**src/rtl/pmic_seq_datapath_if.sv**
```systemverilog
// Signal bundle between the glitch-sequencer FSM (master) and the PMIC sequencer datapath (slave).
// Carries the depth-counter controls, ROM/delay decode outputs and I2C bus steering.
interface pmic_seq_datapath_if #(
  parameter int DEPTH_W = 8,
  parameter int BUS_W   = 9,
  parameter int DELAY_W = 32
);
  logic               depth_inc;
  logic               depth_dec;
  logic               depth_clr;
  logic [DEPTH_W-1:0] clr_value;
  logic [DEPTH_W-1:0] parcel_start_pt;
  logic [7:0]         delay_num;
  logic [BUS_W-1:0]   i2c_main;
  logic [BUS_W-1:0]   i2c_priv;
  logic               main_ready;
  logic               priv_ready;
  logic               bus_sel;

  logic [DEPTH_W-1:0] parcel_depth;
  logic [DEPTH_W-1:0] instr_pt;
  logic [11:0]        next_instr;
  logic               dac_next;
  logic               delay_next;
  logic [DELAY_W-1:0] delay_ref;
  logic [BUS_W-1:0]   curr_i2c_bus;
  logic               i2c_ready;

  modport master (
    output depth_inc, depth_dec, depth_clr, clr_value, parcel_start_pt, delay_num,
           i2c_main, i2c_priv, main_ready, priv_ready, bus_sel,
    input  parcel_depth, instr_pt, next_instr, dac_next, delay_next, delay_ref,
           curr_i2c_bus, i2c_ready
  );

  modport slave (
    input  depth_inc, depth_dec, depth_clr, clr_value, parcel_start_pt, delay_num,
           i2c_main, i2c_priv, main_ready, priv_ready, bus_sel,
    output parcel_depth, instr_pt, next_instr, dac_next, delay_next, delay_ref,
           curr_i2c_bus, i2c_ready
  );
endinterface

```
**src/rtl/pmic_seq_datapath.sv**
```systemverilog
// Datapath for the PMIC-substitute glitch sequencer: parcel-depth counter, program ROM and
// delay-table decode, main/priv I2C steering. Define PMIC_DEPTH_SAT_EN for a saturating counter.
module pmic_seq_datapath #(
  parameter int DEPTH_W = 8,
  parameter int BUS_W   = 9,
  parameter int DELAY_W = 32
) (
  input  logic                 clk,
  input  logic                 reset_n,
  pmic_seq_datapath_if.slave   bus
);

  logic [DEPTH_W-1:0] r_parcel_depth;
  logic [DEPTH_W-1:0] w_depth_nxt;
  logic [DEPTH_W-1:0] w_instr_pt;
  logic [11:0]        w_next_instr;
  logic [DELAY_W-1:0] w_delay_ref;

  // Program ROM: 256 x 12, format {delay, dac, bus_sel, data[8:0]}.
  function automatic logic [11:0] rom_rd(input logic [7:0] addr);
    case (addr)
      8'h00:   rom_rd = 12'h120;
      8'h01:   rom_rd = 12'h4FE;
      8'h02:   rom_rd = 12'h802;
      8'h03:   rom_rd = 12'h400;
      default: rom_rd = 12'h000;
    endcase
  endfunction

  function automatic logic [DELAY_W-1:0] delay_rd(input logic [7:0] idx);
    case (idx)
      8'd1:    delay_rd = DELAY_W'(1000);
      8'd2:    delay_rd = DELAY_W'(50000);
      default: delay_rd = '0;
    endcase
  endfunction

  // Clear beats everything; inc and dec together cancel out.
  always_comb begin
    // NOTE: default assignment first so no path leaves w_depth_nxt unassigned (no latch).
    w_depth_nxt = r_parcel_depth;
    if (bus.depth_clr) begin
      w_depth_nxt = bus.clr_value;
    end else if (bus.depth_inc && !bus.depth_dec) begin
`ifdef PMIC_DEPTH_SAT_EN
      if (r_parcel_depth != '1) w_depth_nxt = r_parcel_depth + DEPTH_W'(1);
`else
      w_depth_nxt = r_parcel_depth + DEPTH_W'(1);
`endif
    end else if (bus.depth_dec && !bus.depth_inc) begin
`ifdef PMIC_DEPTH_SAT_EN
      if (r_parcel_depth != '0) w_depth_nxt = r_parcel_depth - DEPTH_W'(1);
`else
      w_depth_nxt = r_parcel_depth - DEPTH_W'(1);
`endif
    end
  end

  always_ff @(posedge clk or negedge reset_n) begin
    // NOTE: non-blocking assignment for all clocked state.
    if (!reset_n) r_parcel_depth <= '0;
    else          r_parcel_depth <= w_depth_nxt;
  end

  // Carry out of the address sum is dropped: the ROM address space wraps.
  assign w_instr_pt   = bus.parcel_start_pt + r_parcel_depth;
  assign w_next_instr = rom_rd(8'(w_instr_pt));
  assign w_delay_ref  = delay_rd(bus.delay_num);

  assign bus.parcel_depth = r_parcel_depth;
  assign bus.instr_pt     = w_instr_pt;
  assign bus.next_instr   = w_next_instr;
  assign bus.dac_next     = w_next_instr[10];
  assign bus.delay_next   = w_next_instr[11];
  assign bus.delay_ref    = w_delay_ref;
  assign bus.curr_i2c_bus = bus.bus_sel ? bus.i2c_priv   : bus.i2c_main;
  assign bus.i2c_ready    = bus.bus_sel ? bus.priv_ready : bus.main_ready;

endmodule

```
**src/flat_wrapper.sv**
```systemverilog
// flat-port wrapper written by rule: the top's interface ports become plain ports
module pmic_seq_datapath_flat 
#(
  parameter int DEPTH_W = 8,
  parameter int BUS_W   = 9,
  parameter int DELAY_W = 32
)
  (clk, reset_n, bus_depth_inc, bus_depth_dec, bus_depth_clr, bus_clr_value, bus_parcel_start_pt, bus_delay_num, bus_i2c_main, bus_i2c_priv, bus_main_ready, bus_priv_ready, bus_bus_sel, bus_parcel_depth, bus_instr_pt, bus_next_instr, bus_dac_next, bus_delay_next, bus_delay_ref, bus_curr_i2c_bus, bus_i2c_ready);
  pmic_seq_datapath_if #(.DEPTH_W(DEPTH_W), .BUS_W(BUS_W), .DELAY_W(DELAY_W)) bus_i ();
  input  logic clk;
  input  logic reset_n;
  input wire logic [$bits(bus_i.depth_inc)-1:0] bus_depth_inc;
  input wire logic [$bits(bus_i.depth_dec)-1:0] bus_depth_dec;
  input wire logic [$bits(bus_i.depth_clr)-1:0] bus_depth_clr;
  input wire logic [$bits(bus_i.clr_value)-1:0] bus_clr_value;
  input wire logic [$bits(bus_i.parcel_start_pt)-1:0] bus_parcel_start_pt;
  input wire logic [$bits(bus_i.delay_num)-1:0] bus_delay_num;
  input wire logic [$bits(bus_i.i2c_main)-1:0] bus_i2c_main;
  input wire logic [$bits(bus_i.i2c_priv)-1:0] bus_i2c_priv;
  input wire logic [$bits(bus_i.main_ready)-1:0] bus_main_ready;
  input wire logic [$bits(bus_i.priv_ready)-1:0] bus_priv_ready;
  input wire logic [$bits(bus_i.bus_sel)-1:0] bus_bus_sel;
  output wire logic [$bits(bus_i.parcel_depth)-1:0] bus_parcel_depth;
  output wire logic [$bits(bus_i.instr_pt)-1:0] bus_instr_pt;
  output wire logic [$bits(bus_i.next_instr)-1:0] bus_next_instr;
  output wire logic [$bits(bus_i.dac_next)-1:0] bus_dac_next;
  output wire logic [$bits(bus_i.delay_next)-1:0] bus_delay_next;
  output wire logic [$bits(bus_i.delay_ref)-1:0] bus_delay_ref;
  output wire logic [$bits(bus_i.curr_i2c_bus)-1:0] bus_curr_i2c_bus;
  output wire logic [$bits(bus_i.i2c_ready)-1:0] bus_i2c_ready;
  assign bus_i.depth_inc = bus_depth_inc;
  assign bus_i.depth_dec = bus_depth_dec;
  assign bus_i.depth_clr = bus_depth_clr;
  assign bus_i.clr_value = bus_clr_value;
  assign bus_i.parcel_start_pt = bus_parcel_start_pt;
  assign bus_i.delay_num = bus_delay_num;
  assign bus_i.i2c_main = bus_i2c_main;
  assign bus_i.i2c_priv = bus_i2c_priv;
  assign bus_i.main_ready = bus_main_ready;
  assign bus_i.priv_ready = bus_priv_ready;
  assign bus_i.bus_sel = bus_bus_sel;
  assign bus_parcel_depth = bus_i.parcel_depth;
  assign bus_instr_pt = bus_i.instr_pt;
  assign bus_next_instr = bus_i.next_instr;
  assign bus_dac_next = bus_i.dac_next;
  assign bus_delay_next = bus_i.delay_next;
  assign bus_delay_ref = bus_i.delay_ref;
  assign bus_curr_i2c_bus = bus_i.curr_i2c_bus;
  assign bus_i2c_ready = bus_i.i2c_ready;
  pmic_seq_datapath #(.DEPTH_W(DEPTH_W), .BUS_W(BUS_W), .DELAY_W(DELAY_W)) u_core (.clk(clk), .reset_n(reset_n), .bus(bus_i));
endmodule
```
**config.mk**
```make
export PLATFORM = sky130hd
export DESIGN_NAME = pmic_seq_datapath_flat
export DESIGN_NICKNAME = d
export VERILOG_FILES = /design/src/rtl/pmic_seq_datapath_if.sv /design/src/rtl/pmic_seq_datapath.sv /design/src/flat_wrapper.sv
export SDC_FILE = /design/constraint.sdc
export NUM_CORES = 1
export LEC_CHECK = 0
export ABC_AREA = 1
export CAP_MARGIN = 20
export CORE_ASPECT_RATIO = 1.25
export CORE_MARGIN = 1
export CORE_UTILIZATION = 35
export CTS_CLUSTER_DIAMETER = 200
export DETAILED_ROUTE_END_ITERATION = 7
export GPL_ROUTABILITY_DRIVEN = 0
export PLACE_DENSITY = 0.81
export SLEW_MARGIN = 10
export SYNTH_ARGS = -nofsm -noshare
export SYNTH_HDL_FRONTEND = slang
export SYNTH_SLANG_ARGS = --single-unit
```
**constraint.sdc**
```tcl
create_clock -name clk -period 2.5 [get_ports clk]
set_input_delay 0.375 -clock clk [delete_from_list [all_inputs] [get_ports clk]]
set_output_delay 0.375 -clock clk [all_outputs]
set_load 0.005 [all_outputs]
```
== Yosys cells after proc, flatten, opt, wreduce, memory -nomap -nowiden ==
Index checks and enable logic that the tools add are counted.
Storage, ports and cells
  bits in registers: 8
  input port bits: 50
  output and inout port bits: 72
  word-level logic and storage cells: 22
Cells by class
  add/sub/neg operators: 3
  eq/ne operators: 5
  multiplexer cells: 7
  reductions and logical operators: 6
Operators with widths (count)
  $pmux 12 s4: 1
  $pmux 16 s2: 1
  $eq 8x2->1 const B: 3
  $mux 8: 3
  $eq 8x1->1 const B: 2
  $mux 9: 1
  $add 8x1->8 const B: 1
  $add 8x8->8: 1
  $logic_not 8->1: 1
  $sub 8x1->8 const B: 1
  $reduce_bool 3->1: 1
  $logic_and 1x1->1: 2
  $logic_not 1->1: 2
  $mux 1: 1

== Depth between registers and ports, before layout ==
  depth in word-level cells: 5
  depth in mapped cells: 12
  depth with buffers taken out: 11

== Least setup slack after synthesis ==
No wires, ideal clock.
  kind: reg-to-output
  start point: register u_core.r_parcel_depth[0] (netlist: u_core.bus.parcel_depth[0])
  end point: output bus_next_instr[3]
  data arrival time: 2.007 ns
  data required time: 2.125 ns
  setup slack: 0.118 ns
  stages on the path, launching flop included: 13
  buffers on the path: 1
  cell sequence: dfrtp_1 > ha_1 > fa_1 > nand2_1 > nand3_2 > nand3_2 > nand2_1 > nand2_1 > nand2_4 > nor2_4 > nand3_2 > inv_1 > buf_4
On the way
  longest elaborated chain between the ends: 3
  elaborated cells between the ends (all ways): 6
  classes of those cells: add/sub (1); eq/ne (3); mux (1); reduce/logical (1)
RTL lines
  start, declared: line pmic_seq_datapath.sv:13  | logic [DEPTH_W-1:0] r_parcel_depth;
  start signal, assigned: line pmic_seq_datapath.sv:62  | else r_parcel_depth <= w_depth_nxt;
  $add 8x8->8 (*): line pmic_seq_datapath.sv:66  | assign w_instr_pt = bus.parcel_start_pt + r_parcel_depth;
  net bus_instr_pt[6]: line flat_wrapper.sv:24  | output wire logic [$bits(bus_i.instr_pt)-1:0] bus_instr_pt;
  $eq 8x2->1 (tied with other cells): line pmic_seq_datapath.sv:21  | case (addr)
  $pmux 12 s4 (*): line pmic_seq_datapath.sv:21
  end, declared: line flat_wrapper.sv:25  | output wire logic [$bits(bus_i.next_instr)-1:0] bus_next_instr;
The timed path passes the listed nets; every way through them passes the cells marked *.

== Worst setup path after layout ==
  start point: register u_core.r_parcel_depth[0] (netlist: u_core.bus.parcel_depth[0])
  end point: output bus_next_instr[4]
On the way
  longest elaborated chain between the ends: 3
  elaborated cells between the ends (all ways): 6
  classes of those cells: add/sub (1); eq/ne (3); mux (1); reduce/logical (1)
RTL lines (line)
  $add 8x8->8 (*): pmic_seq_datapath.sv:66
  $eq 8x2->1 (tied with other cells): pmic_seq_datapath.sv:21
  $pmux 12 s4 (*): pmic_seq_datapath.sv:21
Mark *: on every way between the ends. The rest lies on a longest branch, timed or not.

==> results <==
critical path, stage by stage (launching register included):
cell and delay [ps]:
dfrtp_1 400, ha_4 180, fa_2 370, nand2_2 100
nand3_2 80, nand3_2 90, buf_4 110, buf_6 90
nand3_4 60, nand2_4 90, nor2_4 60, nand3_4 70
inv_2 50, buf_6 120, buf_6 110, buf_6 110
power by group through the flow:
stage / Combinational [mW] / Clock, mW / Sequential (mW)
2_1_floorplan: 0.648 / 0 / 0.201
4_1_cts: 1.35 / 0.153 / 0.195
6_report: 1.45 / 0.154 / 0.197
3_5_place_dp: 1.19 / 0 / 0.186
5_1_grt: 1.59 / 0.160 / 0.201
3_3_place_gp: 1.16 / 0 / 0.185
placed cells by master, fill, tap and decap left out, types with 5 or more instances in the layout:
master / n
clkdlybuf4s50_1: 73
nand2_1: 57
buf_4: 32
inv_1: 29
conb_1: 25
nor2_1: 16
buf_6: 14
nand2_2: 12
mux2_2: 10
nand3_1: 8
o21ai_0: 8
dfrtp_1: 8
a21oi_1: 7
ha_4: 7
dlygate4sd2_1: 7
nand3_2: 6
ha_1: 6
nand4_1: 5
buf_2: 5
metrics by stage:
step                instances  TNS [ps]  instance area, µm²   util
floorplan                 274         0                1750      -
CTS                       426      -883                2910  0.647
detailed placement        413     -8530                2680  0.596
global placement          413     -7520                2680  0.596
finish                    431     -1310                3000  0.667
global route              431     -2550                3000  0.667
layer usage:
layer  GRT usage  wire length, µm  share of wire  vias up
li1            -                -              -      983
met1       0.215             1980           0.36      900
met2       0.419             3180           0.57      100
met3      0.0129              281          0.051       15
met4      0.0455              116          0.021        0
met5           0                0              0        -
area by class of cell:
| class | count | area [µm²] | share of cell area |
|---|---|---|---|
| well taps | 58 | 72.6 | 0.0242 |
| multi-input cells | 195 | 1310 | 0.436 |
| repair buffers | 135 | 1250 | 0.419 |
| inverters | 32 | 120 | 0.0401 |
| flip-flops and latches | 8 | 200 | 0.0668 |
| clock buffers | 3 | 41.3 | 0.0138 |
cells by family (layout without fill, tap and decap cells):
| kind of cell | Yosys count | count (layout) | share of synthesized area |
|---|---|---|---|
| AND/OR/NAND/NOR | 119 | 119 | 0.339 |
| AO/OA/AOI/OAI | 21 | 21 | 0.0723 |
| other | 1 | 25 | 0.00226 |
| multiplexers | 10 | 10 | 0.0678 |
| XOR/XNOR | 5 | 5 | 0.0309 |
| adder cells (fa/ha/maj) | 15 | 15 | 0.122 |
| buffers and inverters | 71 | 170 | 0.245 |
| flip-flops | 8 | 8 | 0.121 |
worst paths after layout:
check	from	to	slack, ps	cells past startpoint
worst max-delay path	u_core.bus.parcel_depth[0]	bus_next_instr[4]	-190	15
worst min-delay path	reset_n	u_core.bus.parcel_depth[0]	420	1
worst max register to register	u_core.bus.parcel_depth[0]	u_core.bus.parcel_depth[4]	670	9
worst min register to register	u_core.bus.parcel_depth[7]	u_core.bus.parcel_depth[7]	580	2
max in group asynchronous	reset_n	u_core.bus.parcel_depth[5]	1830	1
min in group clk	u_core.bus.parcel_depth[7]	u_core.bus.parcel_depth[7]	580	2
timing repair:
| action | in CTS | in global routing |
|---|---|---|
| buffers inserted | 11 | 5 |
| pin swaps | 16 | 14 |
| resized for setup | 85 | 17 |
| setup endpoints to repair | 17 | 16 |
==> run summary <==
Final setup viols: 13
fmax: 372 MHz
critical path class: flop to primary output
part of the power in registers: 0.109
via count: 1998
H-tree levels: 1
layout cell share with drive strength beyond 1: 0.295
max reg flops: 8
max-capacitance violation count: 0
area leader, netlist: buf_4
CTS tree: yes
Int Pwr: 1.05 mW
dpl ws: -647 ps
overall power: 1.80 mW
Die Y: 79.0 µm
global-route wire length before repair: 8.27 mm
Final min period: 2690 ps
Min-Delay Path Class: input port to asynchronous set/reset pin
startpoint types: flop
Final Net Count: 440
sequential-to-total area share from yosys stat: 0.121
worst path required time: 2120 ps
die area: 5030 µm²
Area contributors post-synth: buf_4, nand2_1, dfrtp_1, ha_1, inv_1
post-synthesis instance area: 1660 µm²
Max VDD drop: 0.304 mV
num ports: 122
Clock Latency Late Sink: 230 ps
top post-synthesis cells by count: nand2_1, buf_4, inv_1
number of global-route vias before repair: 1898
dominant synthesized flop cell: dfrtp_1
critical path arrival: 2320 ps
largest net degree at the start of global routing: 13
post-route ant nets: 0
max-slew violation count: 0
LEAKAGE: 1.49 nW
Total Routing Usage GR: 0.202
routed length per placed instance: 12.9 µm
NetSw: 755 µW
Critical Path Fanout Max: 3
number of buffers inserted by port buffering: 96
CTS Buf Count: 3
initial drt markers: 53
clock transition at the registers of the reported paths: 40 ps
register bit total from synthesis: 8
final hold violation count: 0
failing checks: setup timing
final worst path period share: 1.08
Clk pwr share: 0.085
status: complete, but fails checks
# diodes: 0
Initial Util: 0.370
first-pass detailed-route iteration total: 4
DRT Wirelength: 5.55 mm
power share of the combinational group: 0.806
Hold WS: 419 ps
post-synth top area share: 0.167
CTS root buf: clkbuf_8
cell with the most instances after synthesis: nand2_1
post-detail-place hpwl: 4.10 mm
Netlist cell types: 32
Core Rows: 27
# DRC: 0
GR Overflow Total: 0
clock sinks: 8
Max clock buf depth: 2
Filler cells: 346
CTS Hold Bufs: 0
syn_area_per_cell: 6.64 µm²
Post-synth EDFFs: 0
Core Region: 4490 µm²
Post-Syn Instances: 250
Worst setup EP type: primary output
Area growth, synth to finish: 80.5%
vias per cell: 4.64
asr flop ratio synth: 1.00
clk_skew: 2.97 ps
initial antenna violation count: 0
Sw Ratio: 0.418
YS warnings: 0
setup ws final: -192 ps
Die W: 63.6 µm
RSZ-0062 raised after global routing: true
Pwr per Cell Area: 602 nW/µm²
Note: power is estimated with default switching activity, not from simulation.
